**src/rtl/aegnn_pkg.sv**
```systemverilog
// Shared types for the aegnn FC-head datapath: grid index, feature width
// and the scheduler state encoding.
package aegnn;

  localparam int unsigned GRID_W  = 10;
  localparam int unsigned F_WIDTH = 8;

  typedef logic [GRID_W-1:0] grid_idx_t;

  typedef enum logic [2:0] {
    ST_IDLE,
    ST_RUN,
    ST_CLEAN_DRAIN,
    ST_CLEAN_PULSE,
    ST_CLEAN_ACK
  } fc_sched_state_e;

endpackage

```
**src/rtl/fc_req_queue.sv**
```systemverilog
// Coalescing circular FIFO of {grid_idx, feat_pack}; a push whose grid_idx
// matches a queued entry overwrites that entry's features in place.
module fc_req_queue
  import aegnn::*;
#(
  parameter int unsigned L4_OUT_C    = 32,
  parameter int unsigned QUEUE_DEPTH = 4
) (
  input  logic                              clk,
  input  logic                              rst,
  input  logic                              push,
  input  grid_idx_t                         push_grid,
  input  logic [L4_OUT_C-1:0][F_WIDTH-1:0]  push_feat,
  output logic                              match,
  input  logic                              pop,
  input  logic                              flush,
  output grid_idx_t                         head_grid,
  output logic [L4_OUT_C-1:0][F_WIDTH-1:0]  head_feat,
  output logic                              empty,
  output logic                              full
);

  localparam int unsigned PTR_W = (QUEUE_DEPTH > 1) ? $clog2(QUEUE_DEPTH) : 1;
  localparam logic [PTR_W-1:0] PTR_ONE   = PTR_W'(1);
  localparam logic [PTR_W:0]   CNT_ONE   = (PTR_W+1)'(1);
  localparam logic [PTR_W:0]   CNT_DEPTH = (PTR_W+1)'(QUEUE_DEPTH);

  grid_idx_t                        grid_q [QUEUE_DEPTH];
  logic [L4_OUT_C-1:0][F_WIDTH-1:0] feat_q [QUEUE_DEPTH];
  logic [QUEUE_DEPTH-1:0]           vld_q;
  logic [PTR_W-1:0]                 rd_ptr;
  logic [PTR_W-1:0]                 wr_ptr;
  logic [PTR_W:0]                   count;
  logic [PTR_W-1:0]                 match_idx;
  logic                             do_push;
  logic                             do_pop;

  // Entries are unique by grid_idx, so at most one slot can hit.
  always_comb begin
    match     = 1'b0;
    match_idx = '0;
    for (int unsigned i = 0; i < QUEUE_DEPTH; i++) begin
      if (vld_q[i] && (grid_q[i] == push_grid)) begin
        match     = 1'b1;
        match_idx = PTR_W'(i);
      end
    end
  end

  assign empty   = (count == '0);
  assign full    = (count == CNT_DEPTH);
  assign do_pop  = pop && !empty;
  assign do_push = push && !match && !full;

  assign head_grid = grid_q[rd_ptr];
  // Coalescing onto the head in its pop cycle must issue the new features.
  assign head_feat = (push && match && (match_idx == rd_ptr)) ? push_feat : feat_q[rd_ptr];

  always_ff @(posedge clk or posedge rst) begin
    if (rst) begin
      for (int unsigned i = 0; i < QUEUE_DEPTH; i++) begin
        grid_q[i] <= '0;
        feat_q[i] <= '0;
      end
      vld_q  <= '0;
      rd_ptr <= '0;
      wr_ptr <= '0;
      count  <= '0;
    end else if (flush) begin
      vld_q  <= '0;
      rd_ptr <= '0;
      wr_ptr <= '0;
      count  <= '0;
    end else begin
      if (do_pop) begin
        vld_q[rd_ptr] <= 1'b0;
        rd_ptr        <= rd_ptr + PTR_ONE;
      end
      if (push && match) begin
        feat_q[match_idx] <= push_feat;
      end else if (do_push) begin
        grid_q[wr_ptr] <= push_grid;
        feat_q[wr_ptr] <= push_feat;
        vld_q[wr_ptr]  <= 1'b1;
        wr_ptr         <= wr_ptr + PTR_ONE;
      end
      case ({do_push, do_pop})
        2'b10:   count <= count + CNT_ONE;
        2'b01:   count <= count - CNT_ONE;
        default: count <= count;
      endcase
    end
  end

endmodule

```
**src/rtl/fc_scheduler.sv**
```systemverilog
// Issues queued pooled-feature requests to the linear FC unit one at a time
// and sequences event-stream cleans behind in-flight work.
module fc_scheduler
  import aegnn::*;
#(
  parameter int unsigned L4_OUT_C    = 32,
  parameter int unsigned QUEUE_DEPTH = 4,
  parameter int unsigned CNT_W       = 16
) (
  input  logic                              clk,
  input  logic                              rst,
  input  logic                              req_valid,
  output logic                              req_ready,
  input  grid_idx_t                         req_grid_idx,
  input  logic [L4_OUT_C-1:0][F_WIDTH-1:0]  req_feat_pack,
  input  logic                              clean_req,
  output logic                              clean_done,
  output logic                              lin_start,
  output grid_idx_t                         lin_grid_idx,
  output logic [L4_OUT_C-1:0][F_WIDTH-1:0]  lin_feat_pack,
  output logic                              lin_clean,
  input  logic                              lin_done,
  output logic                              busy,
  output logic [CNT_W-1:0]                  issue_cnt,
  output logic [CNT_W-1:0]                  coalesce_cnt
);

  fc_sched_state_e                  state;
  fc_sched_state_e                  state_d;
  logic                             clean_pending;
  logic                             clean_eff;
  logic                             accept;
  logic                             push;
  logic                             pop;
  logic                             q_match;
  logic                             q_empty;
  logic                             q_full;
  grid_idx_t                        head_grid;
  logic [L4_OUT_C-1:0][F_WIDTH-1:0] head_feat;
  logic                             lin_start_d;
  logic                             lin_clean_d;
  logic                             clean_done_d;

  assign req_ready = !q_full && !clean_pending;
  assign accept    = req_valid && req_ready;
  assign clean_eff = clean_req && !clean_pending;
  // A request handshaken alongside a clean is dropped rather than queued.
  assign push      = accept && !clean_eff;
  assign busy      = !q_empty || (state != ST_IDLE);

  fc_req_queue #(
    .L4_OUT_C    (L4_OUT_C),
    .QUEUE_DEPTH (QUEUE_DEPTH)
  ) u_queue (
    .clk       (clk),
    .rst       (rst),
    .push      (push),
    .push_grid (req_grid_idx),
    .push_feat (req_feat_pack),
    .match     (q_match),
    .pop       (pop),
    .flush     (clean_eff),
    .head_grid (head_grid),
    .head_feat (head_feat),
    .empty     (q_empty),
    .full      (q_full)
  );

  always_comb begin
    state_d      = state;
    pop          = 1'b0;
    lin_start_d  = 1'b0;
    lin_clean_d  = 1'b0;
    clean_done_d = 1'b0;
    case (state)
      ST_IDLE: begin
        if (clean_eff) begin
          state_d     = ST_CLEAN_PULSE;
          lin_clean_d = 1'b1;
        end else if (!q_empty) begin
          pop         = 1'b1;
          lin_start_d = 1'b1;
          state_d     = ST_RUN;
        end
      end
      ST_RUN: begin
        if (lin_done) begin
          if (clean_eff) begin
            state_d     = ST_CLEAN_PULSE;
            lin_clean_d = 1'b1;
          end else if (!q_empty) begin
            pop         = 1'b1;
            lin_start_d = 1'b1;
          end else begin
            state_d = ST_IDLE;
          end
        end else if (clean_eff) begin
          state_d = ST_CLEAN_DRAIN;
        end
      end
      ST_CLEAN_DRAIN: begin
        if (lin_done) begin
          state_d     = ST_CLEAN_PULSE;
          lin_clean_d = 1'b1;
        end
      end
      ST_CLEAN_PULSE: begin
        state_d      = ST_CLEAN_ACK;
        clean_done_d = 1'b1;
      end
      ST_CLEAN_ACK: begin
        state_d = ST_IDLE;
      end
      default: begin
        state_d = ST_IDLE;
      end
    endcase
  end

  always_ff @(posedge clk or posedge rst) begin
    if (rst) begin
      state         <= ST_IDLE;
      clean_pending <= 1'b0;
      lin_start     <= 1'b0;
      lin_clean     <= 1'b0;
      clean_done    <= 1'b0;
      lin_grid_idx  <= '0;
      lin_feat_pack <= '0;
      issue_cnt     <= '0;
      coalesce_cnt  <= '0;
    end else begin
      state      <= state_d;
      lin_start  <= lin_start_d;
      lin_clean  <= lin_clean_d;
      clean_done <= clean_done_d;
      if (state == ST_CLEAN_ACK) begin
        clean_pending <= 1'b0;
      end else if (clean_eff) begin
        clean_pending <= 1'b1;
      end
      if (lin_start_d) begin
        lin_grid_idx  <= head_grid;
        lin_feat_pack <= head_feat;
      end
      if (lin_start_d && (issue_cnt != '1)) begin
        issue_cnt <= issue_cnt + 1'b1;
      end
      if (push && q_match && (coalesce_cnt != '1)) begin
        coalesce_cnt <= coalesce_cnt + 1'b1;
      end
    end
  end

endmodule

```
**config.mk**
```make
export PLATFORM = sky130hd
export DESIGN_NAME = fc_scheduler
export DESIGN_NICKNAME = d
export VERILOG_FILES = /design/src/rtl/aegnn_pkg.sv /design/src/rtl/fc_req_queue.sv /design/src/rtl/fc_scheduler.sv
export SDC_FILE = /design/constraint.sdc
export NUM_CORES = 2
export LEC_CHECK = 0
export BUFFER_PORTS_ARGS = -buffer_cell sky130_fd_sc_hd__buf_2
export CAP_MARGIN = 20
export CELL_PAD_IN_SITES_DETAIL_PLACEMENT = 0
export CELL_PAD_IN_SITES_GLOBAL_PLACEMENT = 1
export CORE_UTILIZATION = 35
export DETAILED_ROUTE_END_ITERATION = 10
export PLACE_DENSITY_LB_ADDON = 0.1
export SKIP_CTS_REPAIR_TIMING = 1
export SKIP_LAST_GASP = 1
export SLEW_MARGIN = 25
export SYNTH_ARGS = -nofsm -noshare
export SYNTH_HDL_FRONTEND = slang
export SYNTH_SLANG_ARGS = --single-unit
```
**constraint.sdc**
```tcl
create_clock -name clk -period 50.6 [get_ports clk]
set_input_delay 7.59 -clock clk [delete_from_list [all_inputs] [get_ports clk]]
set_output_delay 7.59 -clock clk [all_outputs]
set_load 0.01 [all_outputs]
```
== Word-level counts from Yosys, hierarchy flattened ==
Cells that the tools add are included.
Word-level totals
  register bits: 1380
  output and inout port bits: 303
Cells by class
  $add $sub $neg: 6
  $lt $le $gt $ge: 9
  equality and inequality tests: 19
  muxes and demuxes: 60
  bitwise logic cells: 8
  reduce and logical (&&, ||, !) cells: 37
Operators by type and width (number)
  $bwmux 1024: 2
  $mux 1024: 2
  $mux 256: 5
  $demux 256 s2: 2
  $bmux 256 s2: 1
  $bwmux 40: 1
  $eq 10x10->1: 4
  $add 16x1->16 const B: 2
  $ne 16x16->1 const B: 2
  $mux 10: 3
  $mux 3: 8
  $bmux 10 s2: 1
  $demux 10 s2: 1
  $mux 4: 5
  $logic_and 1x1->1: 19
  $mux 1: 16
  $mux 2: 7
  $pmux 3 s4: 1
  $ge 3x3->1 const B: 3
  $ne 3x3->1 const B: 3
  $not 2->3: 3
  $reduce_bool 2->1: 4
  $eq 3x2->1 const B: 2
  $eq 3x3->1 const B: 2
  other kinds (26): 40

== Longest topological paths before layout ==
  depth after elaboration: 12
  depth in mapped cells: 14

== Cells and area by module ==
Synthesis repeated with hierarchy kept, for this count alone.
Second synthesis, totals
  cell total of the unflattened synthesis: 4327
  area, all modules: 62069.5 µm²
Modules (own cells, without submodules)
  fc_req_queue: times used 1, cells an instance 3022, area an instance 50074.3 µm², sequential area each 26900.8 µm²
  fc_scheduler: times used 1, cells an instance 1305, area an instance 11995.3 µm², sequential area each 7632.3 µm²

== Worst setup path before layout ==
Ideal clock, no wire load.
  path type: input to register
  from: input req_grid_idx[4]
  to: register u_queue.count[2]
  data arrival time: 10288 ps
  data required time: 50533 ps
  slack: 40245 ps
  cell stages on the path: 14
  buffers on the path: 3
  cell sequence: buf_2 > xnor2_1 > nand4_1 > or3_1 > nor3b_2 > and2_1 > clkbuf_1 > clkbuf_1 > nor2_1 > fa_1 > or3_1 > a22oi_1 > a311o_1 > a32o_1
Between the ends
  longest elaborated chain between the ends: 12
  elaborated cells between the ends (all ways): 20
  those cells by class: 6 x eq/ne; 6 x mux; 8 x reduce/logical
Ends and longest elaborated chain
  start, declared: line fc_scheduler.sv:14  | input grid_idx_t req_grid_idx,
  $eq 10x10->1: line fc_req_queue.sv:43  | if (vld_q[i] && (grid_q[i] == push_grid)) begin
  $logic_and 1x1->1: line fc_req_queue.sv:43
  $mux 1 (3 in series): line fc_req_queue.sv:43
  $mux 1 *: line fc_req_queue.sv:43
  $logic_not 1->1 *: line fc_req_queue.sv:53  | assign do_push = push && !match && !full;
  $logic_and 1x1->1 * (2 in series): line fc_req_queue.sv:53
  $eq 2x1->1 / $eq 2x2->1 (equally long branches): line fc_req_queue.sv:87  | case ({do_push, do_pop})
  $pmux 3 s2: line fc_req_queue.sv:87
  $mux 3: line fc_req_queue.sv:69  | end else if (flush) begin
  end signal, assigned: line fc_req_queue.sv:88  | 2'b10: count <= count + CNT_ONE;
  end signal, assigned: line fc_req_queue.sv:89  | 2'b01: count <= count - CNT_ONE;
  end signal, assigned: line fc_req_queue.sv:90  | default: count <= count;
  end, declared: line fc_req_queue.sv:33  | logic [PTR_W:0] count;
Every way passes the cells marked *; elsewhere a longest branch is shown, timed or not.
A chain may end at the register's enable or synchronous reset.

== Worst setup path after layout ==
  from: input req_grid_idx[1]
  to: register lin_feat_pack[186] in the netlist's numbering
Between the ends
  longest elaborated chain between the ends: 9
  elaborated cells between the ends (all ways): 19
  those cells by class: 5 x eq/ne; 8 x mux; 6 x reduce/logical
Ends and longest elaborated chain
  $eq 10x10->1: line fc_req_queue.sv:43
  $logic_and 1x1->1: line fc_req_queue.sv:43
  $mux 1 (4 in series): line fc_req_queue.sv:43
  $logic_and 1x1->1: line fc_req_queue.sv:57  | assign head_feat = (push && match && (match_idx == rd_ptr)) ? push_feat : feat_q[rd_ptr];
  $logic_and 1x1->1 *: line fc_req_queue.sv:57
  $mux 256 *: line fc_req_queue.sv:57
  end signal, assigned: line fc_scheduler.sv:143  | lin_feat_pack <= head_feat;
  end, declared: line fc_scheduler.sv:20  | output logic [L4_OUT_C-1:0][F_WIDTH-1:0] lin_feat_pack,
Marks and branches as above.

==> summary.txt <==
Synth
  – Mean area per synthesized cell: 14.9 µm²
  – Synth top area share: between 50% and 60%
  – Area leader, netlist: dfrtp_1
  – Synth top area cells: dfrtp_1 57%, mux2_2 19%, mux4_2 9.9%
  – Post-synth ARST share: 100%
  – Most frequent cells after synthesis: 1380 x dfrtp_1, 1046 x mux2_2, 274 x nor2_1, 267 x a21oi_1, 266 x mux4_2
  – Most common cell in the netlist: dfrtp_1
  – Synth Flop Type: dfrtp_1
  – Synthesis-stage register bit count: 1380
  – Sequential share of the synthesized area: 56.9%
  – Post-synthesis cell count: 4063
  – Syn nets: 4345
  – Mapped cell area: 60700 µm²
  – Ys Warns: 0
  – Yosys cell types: 47
  – Number of flops mapped to enable cells by yosys: 0

Final layout
  – Fillers: 16200
  – Final Net Count: 4869
  – Layout cell share with drive strength beyond 1: a little under half
  – Post-layout util: 41.4%
  – Area growth from synthesis to layout: 17.2%

Worst setup path
  – Kind of start point of the critical path: input pin
  – Setup CP Type: in -> reg
  – Arrival time at the worst endpoint: roughly 13000 ps
  – Crit. End Element: register
  – Critical path peak fanout: 100
  – Critical Path RT: 51210 ps

Route
  – Routed via count: 35600
  – Vias/cell: 5.06
  – Final wirelength: 161000 µm
  – Routed Antenna Nets: 0
  – # DRC: 0
  – DR WL/cell: between 20 and 25 µm
  – Initial detailed-routing violation count: 1751
  – Drt pass-1 iters: 5

CTS
  – Maximum buffer depth of the clock tree: 3
  – Clock Latency Late Sink: about 790 ps
  – CTS tree: done
  – H-tree depth: 4
  – Clock sinks: 1380
  – Root buffer cell: clkbuf_16
  – Reg clk slew, reported paths: 60 ps
  – CTS buffer count: ~170

Pwr
  – NetSw: approximately 1100 µW
  – Total chip power: approximately 3500 µW
  – Pint: 2400 µW
  – Flop pwr share: between 40% and 50%
  – Cell Pwr Density: 49.0 nW/µm²
  – Worst vdd ir: 0.0311 mV
  – Combinational share of power: between 20% and 30%
  – Leakage power: 0.0352 µW
  – Sw Ratio: a little under a third
  – Clock share of power: between 30% and 40%

Placed design
  – Gpl congestion: around 0.79
  – Place WS: 37640 ps
  – IO buf count: 573
  – HPWL after DPL: 98400 µm

Timing
  – Slew at the pin closest to its max-slew limit: 1090 ps
  – Tmin final: 12040 ps
  – Fmax: 83.0 MHz
  – WHS: roughly 480 ps
  – RSZ-0062 raised after global routing: no
  – Fin Setup TNS: 0 ps
  – Setup Viol. Count Final: 0
  – Final period utilization: 23.8%
  – Max-slew violations: 0
  – Layout Skew: 28.9 ps
  – Max-slew headroom: 27.6%
  – Final Hold Fails: 0
  – Final worst slack: 38560 ps

Die
  – Number of I/O pins: 574
  – Initial core utilization: a little over a third
  – Chip Width: 418 µm
  – Num rows: 152
  – Die Area: approximately 180000 µm²
  – Core ar.: 172000 µm²
  – Chip height: 418 µm

Status
  – Status: completed

Flow run
  – Max Cap Violations: 0

Global route
  – Tot GR Track Use: 18.6%
  – Initial antenna violation count: 81
  – Largest net degree at the start of global routing: 163
  – Grt ovf: 0
  – First-pass GRT wire length: between 200000 and 250000 µm
  – Vias in the first global route: 37900

Worst hold path
  – Min-Delay Path Class: reg -> reg
-- per-stage QoR --
stage	instance area (µm²)	instances
2_1_floorplan	60700	4063
3_3_place_gp	65600	6728
3_5_place_dp	65600	6728
4_1_cts	71000	7020
5_1_grt	71100	7038
6_report	71100	7050
-- critical path: stages --
cell and delay, ps:
buf_2 170, xnor2_1 270, nand4_1 150, nor3_1 600, a211oi_1 230, o221ai_4 250, buf_4 430, buf_12 610
buf_4 840, buf_4 880, mux2i_1 280, a21oi_1 90
-- power groups by stage --
stage | logic [µW] | registers [µW] | clock network, µW
2_1_floorplan | 547 | 1460 | 0
3_3_place_gp | 901 | 1450 | 0
3_5_place_dp | 906 | 1450 | 0
4_1_cts | 908 | 1430 | 1220
5_1_grt | 974 | 1460 | 1270
6_report | 878 | 1430 | 1180
-- registers in the layout, summed over array words and instances (netlist names) --
name            flops
clean_done          1
clean_pending       1
coalesce_cnt       16
issue_cnt          16
lin_clean           1
lin_feat_pack     256
lin_grid_idx       10
lin_start           1
state               3
u_queue.count       3
u_queue.feat_q   1024
u_queue.grid_q     40
u_queue.rd_ptr      2
u_queue.vld_q       4
u_queue.wr_ptr      2
-- cell type report --
type                       count  area, µm²  share of cell area [%]
sequential                  1380      34500                    48.6
clock buffer                 258       5040                    7.08
multi-input combinational   2390      24700                    34.8
tap                         2310       2890                    4.06
inverter                      15       71.3                   0.100
clock inverter                34        345                   0.485
antenna                       28       70.1                  0.0985
timing repair buffer         635       3460                    4.86
-- per-layer routing --
| layer | track usage [%] | share of wire, % | wire length, µm | up-vias |
|---|---|---|---|---|
| li1 | - | - | - | 16000 |
| met4 | 7.07 | 3.4 | 5470 | 38 |
| met5 | 0 | 0.15 | 240 | - |
| met2 | 31.4 | 50 | 81100 | 625 |
| met3 | 3.79 | 4.0 | 6360 | 340 |
| met1 | 23.5 | 42 | 67500 | 18700 |
-- cell families (layout without fill, tap and decap cells) --
kind of cell    count (synthesis)  count (layout)  synth area share [%]
mux                          1590            1590                  33.9
compound gates                287             287                  2.49
xor+xnor                       70              70                  1.01
buf+inv                       293             942                  2.40
flops                        1380            1380                  56.9
other cells                     0              28                     0
simple gates                  432             432                  3.03
fa+ha+maj                      11              11                 0.239
-- final timing paths --
check	end	from	slack (ps)	cells past startpoint
max	lin_feat_pack[186]$_DFFE_PP0P_	req_grid_idx[1]	38560	12
min	lin_grid_idx[9]$_DFFE_PP0P_	lin_grid_idx[9]$_DFFE_PP0P_	480	2
max reg2reg	lin_feat_pack[186]$_DFFE_PP0P_	u_queue.grid_q[21]$_DFFE_PP0P_	45140	11
min reg2reg	lin_grid_idx[9]$_DFFE_PP0P_	lin_grid_idx[9]$_DFFE_PP0P_	480	2
max in group asynchronous	u_queue.feat_q[464]$_DFFE_PP0P_	rst	39080	7
min in group asynchronous	lin_feat_pack[82]$_DFFE_PP0P_	rst	6930	2
-- cell usage in the layout (no fill, tap or decap), drive strengths merged, types with 7 or more instances in the layout --
master and count:
dfrtp 1380, nand3 24, diode 28, nand2 62, inv 18, buf 635, nand4 21, ha 10
clkinv 24, nor2 274, mux2 1067, nor3 17, xnor2 57, xor2 13, mux4 266, or3 7
mux2i 257, clkbuf 258, a21oi 267
(Power assumes the default switching activity.)
